[src/rtl/lane_deskew_controller.sv]
// Multi-lane deskew sequencer: resets the latency monitor, collects per-lane
// latencies, checks the skew budget, programs buffer delays and releases on LMFC.
module lane_deskew_controller #(
  parameter int L             = 4,
  parameter int MAX_SKEW      = 8,
  parameter int TIMEOUT_BEATS = 4095,
  parameter int MAX_RETRIES   = 3
) (
  input  logic            clk_i,
  input  logic            rst_ni,
  input  logic            enable_i,
  input  logic [L*14-1:0] lane_latency_i,
  input  logic [L-1:0]    lane_latency_ready_i,
  input  logic            lmfc_edge_i,
  output logic            monitor_rst_no,
  output logic [L*11-1:0] lane_delay_o,
  output logic            lane_release_o,
  output logic            aligned_o,
  output logic            skew_err_o,
  output logic            timeout_o,
  output logic [1:0]      retry_cnt_o,
  output logic [2:0]      state_o
);

  localparam int IW = (L > 1) ? $clog2(L) : 1;

  typedef enum logic [2:0] {
    S_IDLE    = 3'd0,
    S_CLEAR   = 3'd1,
    S_WAIT    = 3'd2,
    S_SCAN    = 3'd3,
    S_CHECK   = 3'd4,
    S_ARM     = 3'd5,
    S_ALIGNED = 3'd6,
    S_FAIL    = 3'd7
  } state_e;

  state_e state_q, state_d;

  logic [15:0]   tmo_cnt_q;
  logic [10:0]   max_q, min_q;
  logic [IW-1:0] idx_q;
  logic          clr_second_q;
  logic [10:0]   delay_q [L];
  logic          mon_rst_n_q, release_q, skew_err_q, timeout_q;
  logic [1:0]    retry_q;

  logic [10:0]   lat_b [L];
  logic [L*3-1:0] unused_frame_bits;
  logic [10:0]   scan_b;
  logic [10:0]   skew;
  logic          all_ready;

  // Only the beat count takes part in deskew; frame-align bits are ignored.
  for (genvar g = 0; g < L; g++) begin : g_lane
    assign lat_b[g]                   = lane_latency_i[g*14+3 +: 11];
    assign unused_frame_bits[g*3 +: 3] = lane_latency_i[g*14 +: 3];
    assign lane_delay_o[g*11 +: 11]   = delay_q[g];
  end

  logic unused_frame;
  assign unused_frame = ^unused_frame_bits;

  assign scan_b    = lat_b[idx_q];
  assign skew      = max_q - min_q;
  assign all_ready = &lane_latency_ready_i;

  always_ff @(posedge clk_i or negedge rst_ni) begin
    if (!rst_ni) state_q <= S_IDLE;
    else         state_q <= state_d;
  end

  always_comb begin
    state_d = state_q;
    unique case (state_q)
      S_IDLE:    if (enable_i) state_d = S_CLEAR;
      S_CLEAR:   if (clr_second_q) state_d = S_WAIT;
      S_WAIT: begin
        // Completion takes priority over a timeout in the same cycle.
        if (all_ready)                                  state_d = S_SCAN;
        else if (tmo_cnt_q == 16'(TIMEOUT_BEATS - 1))   state_d = S_FAIL;
      end
      S_SCAN: begin
        if (!all_ready)                 state_d = S_CLEAR;
        else if (idx_q == IW'(L - 1))   state_d = S_CHECK;
      end
      S_CHECK: begin
        if (!all_ready)                 state_d = S_CLEAR;
        else if (skew > 11'(MAX_SKEW))  state_d = S_FAIL;
        else                            state_d = S_ARM;
      end
      S_ARM: begin
        if (!all_ready)       state_d = S_CLEAR;
        else if (lmfc_edge_i) state_d = S_ALIGNED;
      end
      S_ALIGNED: if (!all_ready) state_d = S_CLEAR;
      S_FAIL:    if (retry_q < 2'(MAX_RETRIES)) state_d = S_CLEAR;
      default:   state_d = S_IDLE;
    endcase
    if (!enable_i) state_d = S_IDLE;
  end

  // Outputs are registered from the next state so that reset or disable
  // can never produce a combinational release glitch.
  always_ff @(posedge clk_i or negedge rst_ni) begin
    if (!rst_ni) begin
      tmo_cnt_q    <= '0;
      max_q        <= '0;
      min_q        <= 11'h7FF;
      idx_q        <= '0;
      clr_second_q <= 1'b0;
      mon_rst_n_q  <= 1'b0;
      release_q    <= 1'b0;
      skew_err_q   <= 1'b0;
      timeout_q    <= 1'b0;
      retry_q      <= '0;
      for (int i = 0; i < L; i++) delay_q[i] <= '0;
    end else if (!enable_i) begin
      tmo_cnt_q    <= '0;
      max_q        <= '0;
      min_q        <= 11'h7FF;
      idx_q        <= '0;
      clr_second_q <= 1'b0;
      mon_rst_n_q  <= 1'b0;
      release_q    <= 1'b0;
      skew_err_q   <= 1'b0;
      timeout_q    <= 1'b0;
      retry_q      <= '0;
      for (int i = 0; i < L; i++) delay_q[i] <= '0;
    end else begin
      clr_second_q <= (state_q == S_CLEAR) && !clr_second_q;
      mon_rst_n_q  <= state_d inside {S_WAIT, S_SCAN, S_CHECK, S_ARM, S_ALIGNED};
      release_q    <= (state_d == S_ALIGNED);

      if (state_d == S_CLEAR && state_q != S_CLEAR) begin
        skew_err_q <= 1'b0;
        timeout_q  <= 1'b0;
      end
      // Ready loss before alignment restarts without consuming a retry.
      if ((state_q == S_FAIL || state_q == S_ALIGNED) && state_d == S_CLEAR &&
          retry_q != 2'b11)
        retry_q <= retry_q + 2'd1;

      unique case (state_q)
        S_CLEAR: begin
          tmo_cnt_q <= '0;
          max_q     <= '0;
          min_q     <= 11'h7FF;
          idx_q     <= '0;
        end
        S_WAIT: begin
          tmo_cnt_q <= tmo_cnt_q + 16'd1;
          if (state_d == S_FAIL) timeout_q <= 1'b1;
        end
        S_SCAN: begin
          if (scan_b > max_q) max_q <= scan_b;
          if (scan_b < min_q) min_q <= scan_b;
          idx_q <= idx_q + IW'(1);
        end
        S_CHECK: begin
          if (state_d == S_FAIL) skew_err_q <= 1'b1;
          else if (state_d == S_ARM)
            for (int i = 0; i < L; i++) delay_q[i] <= max_q - lat_b[i];
        end
        default: ;
      endcase
    end
  end

  assign monitor_rst_no = mon_rst_n_q;
  assign lane_release_o = release_q;
  assign aligned_o      = release_q;
  assign skew_err_o     = skew_err_q;
  assign timeout_o      = timeout_q;
  assign retry_cnt_o    = retry_q;
  assign state_o        = state_q;

endmodule

[config.mk]
export PLATFORM = sky130hd
export DESIGN_NAME = lane_deskew_controller
export DESIGN_NICKNAME = d
export VERILOG_FILES = /design/src/rtl/lane_deskew_controller.sv
export SDC_FILE = /design/constraint.sdc
export NUM_CORES = 1
export LEC_CHECK = 0
export CORE_MARGIN = 5
export CORE_UTILIZATION = 59
export DETAILED_ROUTE_END_ITERATION = 8
export GPL_ROUTABILITY_DRIVEN = 0
export PLACE_DENSITY_LB_ADDON = 0.05
export REMOVE_ABC_BUFFERS = 1
export SETUP_SLACK_MARGIN = 0.3
export SYNTH_ARGS = -nofsm -noshare
export SYNTH_HDL_FRONTEND = slang
export SYNTH_SLANG_ARGS = --single-unit
[constraint.sdc]
create_clock -name clk_i -period 9.4 [get_ports clk_i]
set_clock_uncertainty 0.05 [all_clocks]
set_input_delay 1.88 -clock clk_i [delete_from_list [all_inputs] [get_ports clk_i]]
set_output_delay 1.88 -clock clk_i [all_outputs]
set_load 0.01 [all_outputs]
==> After elaboration in Yosys (flattened, before gate mapping) <==
Cells that the tools add are included.
{ "word_totals": {"reg_bits": 94, "output_inout_bits": 54, "word_cells": 110} }
{ "op_classes": {"n_addsub": 8, "magnitude_cmp": 5, "eq_ne": 26, "n_mux": 43, "bitwise": 1, "reduce_logical": 12} }
{ "op_table": {"columns": ["op", "n"], "rows": [
  ["44-bit 2-to-1 mux", 4],
  ["11-bit 2-to-1 mux", 6],
  ["11-bit subtractor", 5],
  ["11-bit one-hot mux with 2 select lines", 2],
  ["3-bit 2-to-1 mux", 11],
  ["16-bit one-hot mux with 2 select lines", 1],
  ["3-bit equality test (second input constant)", 8],
  ["3-bit one-hot mux with 8 select lines", 1],
  ["11-bit binary-select mux with 2-bit select", 1],
  ["16-bit by 1-bit adder with 16-bit output (second input constant)", 1],
  ["16-bit by 12-bit equality test with 1-bit output (second input constant)", 1],
  ["16-bit 2-to-1 mux", 1],
  ["3-bit by 2-bit equality test with 1-bit output (second input constant)", 4],
  ["11-bit greater-than comparator", 1],
  ["11-bit by 4-bit greater-than comparator with 1-bit output (second input constant)", 1],
  ["11-bit < comparator", 1],
  ["1-bit 2-to-1 mux", 11],
  ["3-bit by 1-bit inequality test with 1-bit output (second input constant)", 3],
  ["2-bit 2-to-1 mux", 4],
  ["3-bit by 1-bit equality test with 1-bit output (second input constant)", 2],
  ["2-bit by 1-bit inequality test with 1-bit output (second input constant)", 3],
  ["3-bit inequality test (second input constant)", 2],
  ["5-bit nonzero test", 1],
  ["2-bit by 1-bit adder with 2-bit output (second input constant)", 2],
  ["other kinds (13)", 18]
]} }

==> Longest topological paths before layout <==
{ "logic_depth": {"word_depth": 12, "mapped_depth": 12} }

==> Worst setup path before layout <==
Ideal clock, no wire load.
{ "synth_path": {"path_type": "input -> register", "start": "input lane_latency_i[46]", "end": "register max_q[1]", "setup_ps": 67, "arrival_time_ps": 3956, "slack_ps": 5327, "stages": 10, "path_buffers": 1, "path_cell_list": "mux4_2 ha_1 nor2b_1 o21a_1 o21a_1 o21ai_0 a31oi_1 o21bai_1 clkbuf_1 a22o_1"} }
{ "synth_between": {"elab_chain_len": 6} }
{ "synth_lines": {"columns": ["element", "line", "text"], "rows": [
  ["from (decl)", "12", "input logic [L*14-1:0] lane_latency_i,"],
  ["11-bit binary-select mux with 2-bit select *", "64", "assign scan_b = lat_b[idx_q];"],
  ["11-bit 2-to-1 mux (implied by the code) * (2 in series)", "64", null],
  ["11-bit greater-than comparator or 11-bit 2-to-1 mux (tied branches)", "156", "if (scan_b > max_q) max_q <= scan_b;"],
  ["3-bit inequality test (no line) or 11-bit one-hot mux with 2 select lines (tied branches)", null, null],
  ["2-bit AND reduction (no line) or 11-bit 2-to-1 mux (tied branches)", null, null],
  ["to (signal assigned)", "156", null],
  ["to (decl)", "41", "logic [10:0] max_q, min_q;"]
]} }
Every way passes the cells marked *; elsewhere a longest branch is shown, timed or not. The select of a mux whose other input is x is not followed.
A chain may end at the register's enable or synchronous reset.

==> Final worst setup path <==
{ "layout_path": {"start": "input lane_latency_i[39]", "end": "register min_q[0]"} }
{ "layout_between": {"elab_chain_len": 6} }
{ "layout_lines": {"columns": ["element", "line", "text"], "rows": [
  ["11-bit binary-select mux with 2-bit select", "64", null],
  ["11-bit 2-to-1 mux (implied by the code) (2 in series)", "64", null],
  ["11-bit < comparator", "157", "if (scan_b < min_q) min_q <= scan_b;"],
  ["3-bit inequality test (no line)", null, null],
  ["2-bit AND reduction (no line)", null, null],
  ["to (signal assigned)", "157", null],
  ["to (decl)", "41", null]
]} }
Every way passes these cells. The select of a mux whose other input is x is not followed.

==> results.md <==
* Max clock buf depth at 2
* Final WS setup at 4.481 ns
* Setup_tns at 0 ns
* CTS Hold Buffers Added at 0
* Reg clk slew, reported paths at 0.06 ns
* WL/cell at 18.51 um
* Final #Nets at 1063
* Async S/R FF share, synth at 1.000
* Worst R2R End: min_q[0]$_DFFE_PN1P_
* Die area at 14710 um^2
* First-pass DRT Iterations at 5
* Hold path endpoint: tmo_cnt_q[7]$_DFFE_PN0P_
* Grt met1 use at 0.3595
* Post-DP HPWL at 15170 um
* Yosys cell types at 61
* Iter 0 DRT Violations at 552
* Post-CTS setup buffer count at 0
* Place WS at 4.152 ns
* RSZ-0062 raised after global routing: false
* Worst r2r src: idx_q[0]$_DFFE_PN0P_
* F_max at 203.3 MHz
* Period utilization at 0.5233
* Critical Path Source Type: primary input
* I/O pin count at 118
* Max_slew headroom at 0.1812
* Hold path start: tmo_cnt_q[7]$_DFFE_PN0P_
* Register area share after synthesis at 0.3237
* Antenna Cells at 0
* Tot GR Track Use at 0.2807
* CP Data Arrival Time at 5.13 ns
* Source of the critical timing path: lane_latency_i[39]
* Vias per std cell at 6.165
* Cell leakage power at 0.004052 uW
* Met3 Track Usage GR at 0.03963
* Pin count of the biggest net entering global routing at 57
* Worst-Margin Slew at 1.220 ns
* Setup Viol. Count Final at 0
* Post-Route WL at 20190 um
* Critical-path maximum fanout at 11
* Share of cells above drive strength 1 at 0.05200
* Outcome: finished, final reports clean
* Vias in the first global route at 6686
* Post-synth EDFFs at 0
* Vias post-DR at 6726
* Die Width at 121.3 um
* VDD IR-drop max at 0.00006829 V
* Hold Path Class: reg2reg
* Total clock sinks at 94
* Chip height at 121.3 um
* CTS Buf Count at 9
* Req. time, crit path at 9.61 ns
* Total power density per cell area at 101.3 nW/um^2
* Cell area after synthesis at 7308 um^2
* Clock Latency Late Sink at 0.34 ns
* # DRC at 0
* R2R depth at 7
* Gr busiest metal: met2
* First-pass GRT wire length at 32820 um
* Synth Instances at 833
* Layout area overhead at 19.50%
* Hold path cells at 1
* Final min period at 4.919 ns
* Setup Crit Path Kind: in2reg
* Worst setup EP type: flop
* Grt ovf at 0
* Avg Inst Size Synth at 8.773 um^2
* # Max-Cap Violations at 0
* Clock root buffer: clkbuf_16
* Final Hold Vio Count at 0
* Synthesized flop and latch total at 94
* R2R Setup Slk at 5.54 ns
* Initial core utilization at 0.6059
* DRT antenna net count at 0
* TritonCTS clock tree: built
* Core area at 12060 um^2
* Floorplan row count at 40
* Port Buffers at 105
* Final Slew Violations at 0
* Synth Flop Type: dfrtp_1
* Syn. warnings at 0
* Cell Area, Placed at 8449 um^2
* CTS resizes at 0
* Htree depth at 3
* Initial antenna violation count at 0
* Final instance area at 8733 um^2
* GR Util met2 at 0.4705
[synth_stat cells, drive strengths merged, types with 3 or more instances]
cell type  number  area (um^2)
a2111oi         3        32.53
a211oi         11        82.58
a21boi          4        30.03
a21o            8        60.06
a21oi          51        255.2
a22o           11        96.34
a31o            4        35.04
and2            5        31.28
and3            9        56.30
and4            5        43.79
buf            15        75.06
clkbuf         20        75.07
dfrtp          83         2077
dfstp          11        289.0
fa              5        100.1
ha             75        938.4
inv            72        270.3
mux2i          14        140.1
mux4           11        247.7
nand2          61        229.0
nand2b          8        50.05
nand3          39        195.2
nand3b         12        90.09
nand4           6        37.54
nor2           63        236.5
nor2b          12        75.07
nor3           18        90.09
nor4            5        31.28
o211ai          4        30.03
o21a           13        97.59
o21ai          79        395.4
o21bai          3        22.52
o31ai          14        105.1
o41ai           6        52.55
or3             7        43.79
xnor2          28        245.2
xor2           12        105.1
[worst max path at each step]
stage | cells after the start | end
5_1_grt | 8 | min_q[9]$_DFFE_PN1P_
4_1_cts | 8 | min_q[0]$_DFFE_PN1P_
3_5_place_dp | 8 | min_q[6]$_DFFE_PN1P_
6_report | 8 | min_q[0]$_DFFE_PN1P_
3_3_place_gp | 8 | min_q[0]$_DFFE_PN1P_
2_1_floorplan | 7 | min_q[0]$_DFFE_PN1P_
[kinds of logic after synthesis]
kind of cell,count (synthesis),synth area share
AND/OR/NAND/NOR,260,0.1787
adder cells (fa/ha/maj),80,0.1421
multiplexers,25,0.05307
flip-flops,94,0.3237
XOR/XNOR,40,0.04794
AO/OA/AOI/OAI,227,0.1969
buffers and inverters,107,0.05752
[flip-flops by register name, summed over array words and instances, names as in the netlist]
register / count
min_q: 11
lane_delay_o: 44
state_o: 3
idx_q: 2
aligned_o: 1
timeout_o: 1
monitor_rst_no: 1
skew_err_o: 1
max_q: 11
tmo_cnt_q: 16
clr_second_q: 1
retry_cnt_o: 2
[metal layers]
layer	up-vias	routed length, um
met5	-	0
met4	0	724
met3	58	1165
met2	302	9791
met1	3181	8512
li1	3185	-
[layout by cell type, fill, tap and decap left out, drive strengths merged, types with 12 or more instances in the layout]
master,n
nor2b,12
nand2,61
inv,72
a21oi,51
o21a,13
ha,75
clkbuf,14
dfrtp,83
o31ai,14
xnor2,28
o21ai,79
xor2,12
nand3b,12
clkdlybuf4s50,103
nor2,63
nand3,39
mux2i,14
nor3,18
[power by group]
part	internal (uW)	leakage [uW]	switching [uW]	total, uW
combinational	48.6	0.00264	60.4	109
clock	213	0.000137	156	369
sequential	405	0.00127	1.66	407
total	667	0.00405	218	885
[stage by stage]
stage / utilization / hold WS, ns / std cells / power [uW]
floorplan: - / 0.3826 / 798 / 466.6
global placement: 0.7005 / 0.4025 / 1076 / 518.5
detailed placement: 0.7005 / 0.4149 / 1076 / 521.7
CTS: 0.7241 / 0.4234 / 1091 / 888.3
global route: 0.7241 / 0.4592 / 1091 / 920.6
finish: 0.7241 / 0.4338 / 1091 / 884.8
[final cells by class]
cell class,instances,area [um^2]
tap,168,210.2
inverter,72,270.3
clock buffer,14,254.0
sequential,94,2366
timing repair buffer,110,1081
clock inverter,1,30.03
fill,914,3328
multi-input combinational,632,4522
[worst max-delay path, cell delays in order]
cell             delay [ns]
clkdlybuf4s50_1        0.52
mux4_2                 0.59
ha_1                   0.23
a21o_1                 0.18
a211oi_1               0.35
nand3_1                0.12
o21ai_1                0.97
mux2i_1                0.29
(Power assumes the default switching activity.)
